==> src/rtl/hazard_scoreboard.sv <==
// Register hazard scoreboard: tracks destinations of multi-cycle write-backs and
// stalls ID while a needed source is still pending.
module hazard_scoreboard #(
    parameter int NUM_REGS = 32,
    parameter int ADDR_W   = 5,
    parameter int LAT_W    = 4,
    parameter int CNT_W    = 16
) (
    input  logic              clock,
    input  logic              reset,
    input  logic              issue_valid,
    input  logic [ADDR_W-1:0] issue_dst,
    input  logic [LAT_W-1:0]  issue_lat,
    input  logic              complete_valid,
    input  logic [ADDR_W-1:0] complete_dst,
    input  logic              flush,
    input  logic [ADDR_W-1:0] ID_Rs,
    input  logic [ADDR_W-1:0] ID_Rt,
    input  logic              ID_NeedRs,
    input  logic              ID_NeedRt,
    output logic              ID_Stall,
    output logic              issue_conflict,
    output logic [ADDR_W:0]   pending_count,
    output logic [CNT_W-1:0]  stall_cycles
);

    localparam logic [LAT_W-1:0] LAT_WAIT = '1;

    logic [NUM_REGS-1:0] busy;
    logic [NUM_REGS-1:0] busy_next;
    logic [LAT_W-1:0]    cnt      [NUM_REGS];
    logic [LAT_W-1:0]    cnt_next [NUM_REGS];
    logic                issue_accept;
    logic [ADDR_W:0]     pop_next;

    assign issue_conflict = issue_valid & (issue_dst != '0) & busy[issue_dst];
    assign issue_accept   = issue_valid & (issue_dst != '0) & (issue_lat != '0)
                          & ~busy[issue_dst];

    assign ID_Stall = (ID_NeedRs & (ID_Rs != '0) & busy[ID_Rs])
                    | (ID_NeedRt & (ID_Rt != '0) & busy[ID_Rt]);

    always_comb begin
        busy_next = busy;
        cnt_next  = cnt;
        for (int r = 1; r < NUM_REGS; r++) begin
            if (busy[r]) begin
                if (cnt[r] == LAT_WAIT) begin
                    if (complete_valid && complete_dst == ADDR_W'(r)) begin
                        busy_next[r] = 1'b0;
                        cnt_next[r]  = '0;
                    end
                end else if (cnt[r] == LAT_W'(1)) begin
                    busy_next[r] = 1'b0;
                    cnt_next[r]  = '0;
                end else begin
                    cnt_next[r] = cnt[r] - LAT_W'(1);
                end
            end
            // Accepted issues only ever target idle entries, so no overlap with the above.
            if (issue_accept && issue_dst == ADDR_W'(r)) begin
                busy_next[r] = 1'b1;
                cnt_next[r]  = issue_lat;
            end
        end
        busy_next[0] = 1'b0;
        cnt_next[0]  = '0;
        if (flush) begin
            busy_next = '0;
            for (int r = 0; r < NUM_REGS; r++) begin
                cnt_next[r] = '0;
            end
        end
    end

    always_comb begin
        pop_next = '0;
        for (int r = 0; r < NUM_REGS; r++) begin
            pop_next = pop_next + {{ADDR_W{1'b0}}, busy_next[r]};
        end
    end

    always_ff @(posedge clock) begin
        if (reset) begin
            busy          <= '0;
            pending_count <= '0;
            stall_cycles  <= '0;
            for (int r = 0; r < NUM_REGS; r++) begin
                cnt[r] <= '0;
            end
        end else begin
            busy          <= busy_next;
            pending_count <= pop_next;
            for (int r = 0; r < NUM_REGS; r++) begin
                cnt[r] <= cnt_next[r];
            end
            if (ID_Stall && stall_cycles != '1) begin
                stall_cycles <= stall_cycles + CNT_W'(1);
            end
        end
    end

endmodule

==> config.mk <==
export PLATFORM = sky130hd
export DESIGN_NAME = hazard_scoreboard
export DESIGN_NICKNAME = d
export VERILOG_FILES = /design/src/rtl/hazard_scoreboard.sv
export SDC_FILE = /design/constraint.sdc
export NUM_CORES = 1
export LEC_CHECK = 0
export ABC_AREA = 1
export BUFFER_PORTS_ARGS = -buffer_cell sky130_fd_sc_hd__buf_2
export CAP_MARGIN = 20
export CORE_MARGIN = 10
export CORE_UTILIZATION = 54
export DETAILED_ROUTE_END_ITERATION = 6
export PLACE_DENSITY = 0.83
export SYNTH_ARGS = -nofsm -noshare
export SYNTH_HDL_FRONTEND = slang
export SYNTH_SLANG_ARGS = --single-unit
==> constraint.sdc <==
create_clock -name clock -period 8.2 [get_ports clock]
set_input_delay 0.41 -clock clock [delete_from_list [all_inputs] [get_ports clock]]
set_output_delay 0.41 -clock clock [all_outputs]
set_load 0.02 [all_outputs]
Word-level counts from Yosys, hierarchy flattened
Cells that the tools add are included.
{"block": "word_totals", "latchBits": 0, "mem_bits_ro": 0, "regBits": 178, "inputBits": 31, "ramBits": 0, "output_inout_bits": 24, "word_cells": 713, "memories": 0}
{"block": "op_classes", "addsub": 63, "order_cmp": 3, "mux": 317, "n_mul": 0, "n_bitwise": 10, "eq_ne": 156, "div_mod_pow": 0, "reduce_logical": 130, "shift": 0}
{"op": "$mux W4", "count": 155}
{"op": "$eq A5 B5 Y1 const B", "count": 32}
{"op": "$mux W1", "count": 158}
{"op": "$add A6 B1 Y6", "count": 26}
{"op": "$eq A4 B1 Y1 const B", "count": 31}
{"op": "$eq A4 B4 Y1 const B", "count": 31}
{"op": "$sub A4 B1 Y4 const B", "count": 31}
{"op": "$ne A3 B1 Y1 const B", "count": 31}
{"op": "$eq A5 B4 Y1 const B", "count": 16}
{"op": "$logic_and A1 B1 Y1", "count": 63}
{"op": "$reduce_and A2 Y1", "count": 31}
{"op": "$reduce_bool A2 Y1", "count": 31}
{"op": "$eq A5 B3 Y1 const B", "count": 8}
{"op": "$mux W32", "count": 1}
{"op": "$eq A5 B2 Y1 const B", "count": 4}
{"op": "$lt A5 B6 Y1 const B", "count": 3}
{"op": "$add A16 B1 Y16 const B", "count": 1}
{"op": "$ne A16 B16 Y1 const B", "count": 1}
{"op": "$bmux W1 S5", "count": 3}
{"op": "$reduce_bool A5 Y1", "count": 3}
{"op": "$eq A5 B1 Y1 const B", "count": 2}
{"op": "$and A1 B1 Y1", "count": 8}
{"op": "$add A5 B1 Y6", "count": 1}
{"op": "$add A4 B1 Y5", "count": 1}
{"op": "other kinds (7)", "count": 7}

Longest topological paths before layout
{"block": "depth", "word_depth": 38, "ltp_mapped": 35, "depth_no_buf": 31}

Worst setup path after synthesis
OpenSTA, ideal clock, no wires.
{"block": "synth_path", "path_type": "input to register", "startpoint": "input port issue_dst[0]", "endpoint": "register pending_count[4]", "cell_stages": 29, "required_time_ps": 8080, "setup_slack_ps": 2101, "arrival_time_ps": 5979, "n_path_buf": 4, "setup_time_ps": 120, "cell_sequence": "buf_4 > buf_2 > nor2_1 > nand2_1 > nand3_1 > a21oi_1 > nand2_1 > nand2_1 > buf_4 > buf_12 > nand3_4 > nand2_1 > inv_1 > nor2_1 > fa_1 > fa_1 > fa_1 > inv_1 > fa_1 > fa_1 > fa_1 > fa_1 > fa_1 > inv_1 > nand2_1 > nand2_1 > a21oi_1 > o21ai_0 > a21oi_1"}
{"block": "synth_via", "elab_cells_between_ends": 132, "classes_between": "add/sub (31); eq/ne (31); mux (34); bitwise (4); reduce/logical (32)"}
{"element": "start: declaration", "line": "12", "source": "input logic [ADDR_W-1:0] issue_dst,"}
{"element": "$bmux W1 S5 / $reduce_bool A5 Y1 (equally long branches)", "line": "38, 37"}
{"element": "$mux W1 (implied by the code) / $and A1 B1 Y1 (equally long branches)", "line": "38, 37"}
{"element": "$not A1 Y1 / $and A1 B1 Y1 (equally long branches)", "line": "38, 37"}
{"element": "$and A1 B1 Y1", "line": "38", "source": "& ~busy[issue_dst];"}
{"element": "$logic_and A1 B1 Y1 *", "line": "61", "source": "if (issue_accept && issue_dst == ADDR_W'(r)) begin"}
{"element": "$mux W1 *", "line": "61"}
{"element": "$mux W32 *", "line": "68", "source": "if (flush) begin"}
{"element": "via busy_next[6]", "line": "30", "source": "logic [NUM_REGS-1:0] busy_next;"}
{"element": "$add A6 B1 Y6 * (26 in a row)", "line": "79", "source": "pop_next = pop_next + {{ADDR_W{1'b0}}, busy_next[r]};"}
{"element": "end signal: assignment", "line": "93", "source": "pending_count <= pop_next;"}
{"element": "end: declaration", "line": "23", "source": "output logic [ADDR_W:0] pending_count,"}
Mark *: on every way through the listed nets, which the timed path passes. The rest lies on a longest branch. The select of a mux whose other input is x is not followed.
A chain may end at the register's enable or synchronous reset.

Final worst setup path
{"block": "layout_path", "startpoint": "input port issue_dst[0]", "endpoint": "register pending_count[4]"}
{"block": "layout_via", "elab_cells_between_ends": 132, "classes_between": "add/sub (31); eq/ne (31); mux (34); bitwise (4); reduce/logical (32)"}
{"element": "$bmux W1 S5 / $reduce_bool A5 Y1 (equally long branches)", "line": "38, 37"}
{"element": "$mux W1 (implied by the code) / $and A1 B1 Y1 (equally long branches)", "line": "38, 37"}
{"element": "$not A1 Y1 / $and A1 B1 Y1 (equally long branches)", "line": "38, 37"}
{"element": "$and A1 B1 Y1", "line": "38"}
{"element": "$logic_and A1 B1 Y1 *", "line": "61"}
{"element": "$mux W1 *", "line": "61"}
{"element": "$mux W32 *", "line": "68"}
{"element": "via busy_next[10]", "line": "30"}
{"element": "$add A6 B1 Y6 * (22 in a row)", "line": "79"}
Marks and branches as above.

==> results.toml <==
[status]
status = "complete, but fails checks"
violations = "design-rule violations"

[timing]
final.setup.tns_ns = 0
relSlewSlack = 0.321
hold_violations = 0
rsz0062_at_grt = "false"
setup_viol_count_final = 0
drv_slew = 0
tightest_slew_ns = 1.01
fin_skew_ns = 0.0193
clock.fmax_mhz = 145
period_minus_slack_ns = 6.88
period_share = 0.839
fin_ws_ns = 1.32

[drt]
wl_met1_mm = 18.2
vias = 14900
met3_length_mm = 3.75
drc = 3
viasPerCell = 5.89
ant_nets = 0
drt_first_pass_iters = 7
wire_per_inst_um = 16.8
drtIter0Drc = 1689
wl_mm = 42.6
met2WireLength_mm = 19.6
highest_layer = "met5"

[finish]
final_nets = 2339
finish.utilization = 0.591
mostFrequentLayoutCells = "571 x nand2_1, 284 x nand3_1, 224 x inv_1"
mostFrequentLayoutCell = "nand2_1"
syn2layout_area_growth_pct = 7.30
drive_gt1_frac = 0.0660
fin_area_um2 = 15500

[grt]
grt_overflow_total = 0
grt_first_pass_wirelength_mm = 68.7
grt_pass1_vias = 13600
antenna_found_initial = 2
groute.usage.overall = 0.247
grt_max_degree = 76

[placement]
dpl_cell_area_um2 = 14900
pre_cts_slack_ns = 1.05
gp_congestion = 0.980
hpwlAfterDp_mm = 30.6
io_buffers = 54

[worst_hold_path]
hp-class = "flip-flop to flip-flop"

[job]
max-cap-violations = 0

[setup_path]
cpMostUsedCell = "fa_1"
path_buf_inv = 6
r2r_end = "pending_count[4]"
ff2ff_setup_slack_ns = 1.41
worstSetupEndpoint = "pending_count[4]"
reg2regPathDepth = 26
cp.required_ns = 8.55
cp_top_family = "adder cells"
slowest_stage = "fa_1"
crit_path_max_incr_delay_ns = 0.55
cp.depth = 30
r2r_start = "busy[6]"
cp.arrival_ns = 7.24
startpoint_type = "primary input"
crit_type = "primary input to flip-flop"
worstSetupEndpointType = "flip-flop"
crit_path_start = "issue_dst[0]"
cp_max_fo = 59

[yosys]
synth.distinct_cells = 36
avgSynthCellArea_um2 = 6.62
syn_inst = 2181
yosysWarnings = 0
synth_fp_nets = 2336
synth_area_um2 = 14400
ys_seq_elements = 177
synth-seq-area-share = 0.245

[cts]
cts_resized = 0
ctsHoldBuffers = 0
htree_levels = 4
numCtsBuffers = 17
cts_tree = "done"
cts_sinks = 177
postCtsSetupBuffers = 0
clockRootBuffer = "clkbuf_16"
clock_latency_ns = 0.46
clk_path_buf_depth = 2
path_clk_slew_ns = 0.09

[die]
die-width_um = 184
start_util = 0.551
dieArea_um2 = 33700
boundaryPins = 55
rows = 59
core-area_um2 = 26200
dieHeight_um = 184

[power]
power.density_nw_per_um2 = 124
irDropWorstVdd_mv = 0.103
leakage_nw = 6.47
per-layer routing:
metal / vias up / track usage
met3: 81 / 0.0409
li1: 7287 / -
met2: 700 / 0.405
met1: 6860 / 0.325
met5: - / 0
met4: 5 / 0.0767
per-stage QoR:
| stage | instances | total power, mW | hold WS [ns] |
|---|---|---|---|
| floorplan | 2181 | 1.03 | 0.476 |
| global placement | 2500 | 1.09 | 0.489 |
| detailed placement | 2500 | 1.09 | 0.494 |
| CTS | 2532 | 1.92 | 0.505 |
| global route | 2533 | 1.97 | 0.525 |
| finish | 2534 | 1.92 | 0.504 |
cell families after synthesis:
group,synth area share
fa+ha+maj,0.119
compound gates,0.0887
xor+xnor,0.0437
flops,0.245
buf+inv,0.0888
simple gates,0.414
where the power goes:
part           total (mW)  internal (mW)  switching [mW]
Combinational       0.210         0.0486           0.161
Clock               0.845          0.410           0.434
Sequential          0.870          0.864         0.00614
Total                1.92           1.32           0.602
sequential cells by signal, summed over array words and instances, names as in the netlist:
| register | flops |
|---|---|
| busy | 31 |
| cnt | 124 |
| pending_count | 6 |
| stall_cycles | 16 |
worst register-to-register path, cell delays in order (launching register included):
cell and delay [ns]:
dfxtp_1 0.36, inv_1 0.17, o21ai_0 0.12, nand2_1 0.08, nand2_1 0.05, a21oi_1 0.12
nand2_1 0.11, nand2_4 0.54, nand3_2 0.40, o21ai_0 0.18, nand2_1 0.12, fa_1 0.57
inv_1 0.06, fa_1 0.47, fa_1 0.52, inv_1 0.05, fa_1 0.49, fa_1 0.55
fa_1 0.45, fa_1 0.43, fa_1 0.37, inv_1 0.08, nand2_1 0.06, nand2_1 0.06
a21oi_1 0.07, o21ai_0 0.15, a21oi_1 0.05
cells in the mapped netlist, drive strengths merged:
| library cell | number | area, um2 |
|---|---|---|
| nand2 | 574 | 2160 |
| nand3 | 314 | 1870 |
| inv | 225 | 845 |
| dfxtp | 177 | 3540 |
| nor2 | 162 | 611 |
| a21oi | 147 | 736 |
| nand4 | 126 | 795 |
| ha | 101 | 1260 |
| xor2 | 67 | 587 |
| clkbuf | 58 | 218 |
| o21ai | 49 | 245 |
| nand3b | 32 | 240 |
| buf | 31 | 208 |
| and3 | 28 | 175 |
| o311ai | 28 | 245 |
| fa | 23 | 460 |
| nor3 | 20 | 100 |
| xnor2 | 5 | 43.8 |
| o211ai | 4 | 30.0 |
| clkinv | 3 | 11.3 |
| or2 | 3 | 18.8 |
| a211oi | 1 | 7.51 |
| a21boi | 1 | 7.51 |
| a41oi | 1 | 8.76 |
| nor3b | 1 | 7.51 |
final cells by class:
class | count | area, um2
Antenna cell | 2 | 5.00
Clock buffer | 17 | 425
Clock inverter | 15 | 170
Fill cell | 2441 | 10700
Inverter | 228 | 856
Multi-Input combinational cell | 1687 | 9640
Sequential cell | 177 | 3540
Tap cell | 335 | 419
Timing Repair Buffer | 73 | 425
worst min-delay path by stage:
stage                     from              end  slack (ns)  cells after the start
2_1_floorplan         cnt[119]         cnt[119]        0.48                      2
3_3_place_gp   stall_cycles[1]  stall_cycles[1]        0.49                      2
3_5_place_dp          cnt[111]         cnt[111]        0.49                      2
4_1_cts               cnt[111]         cnt[111]        0.50                      2
5_1_grt                 cnt[9]           cnt[9]        0.52                      2
6_report       stall_cycles[1]  stall_cycles[1]        0.50                      2
(Power assumes the default switching activity.)
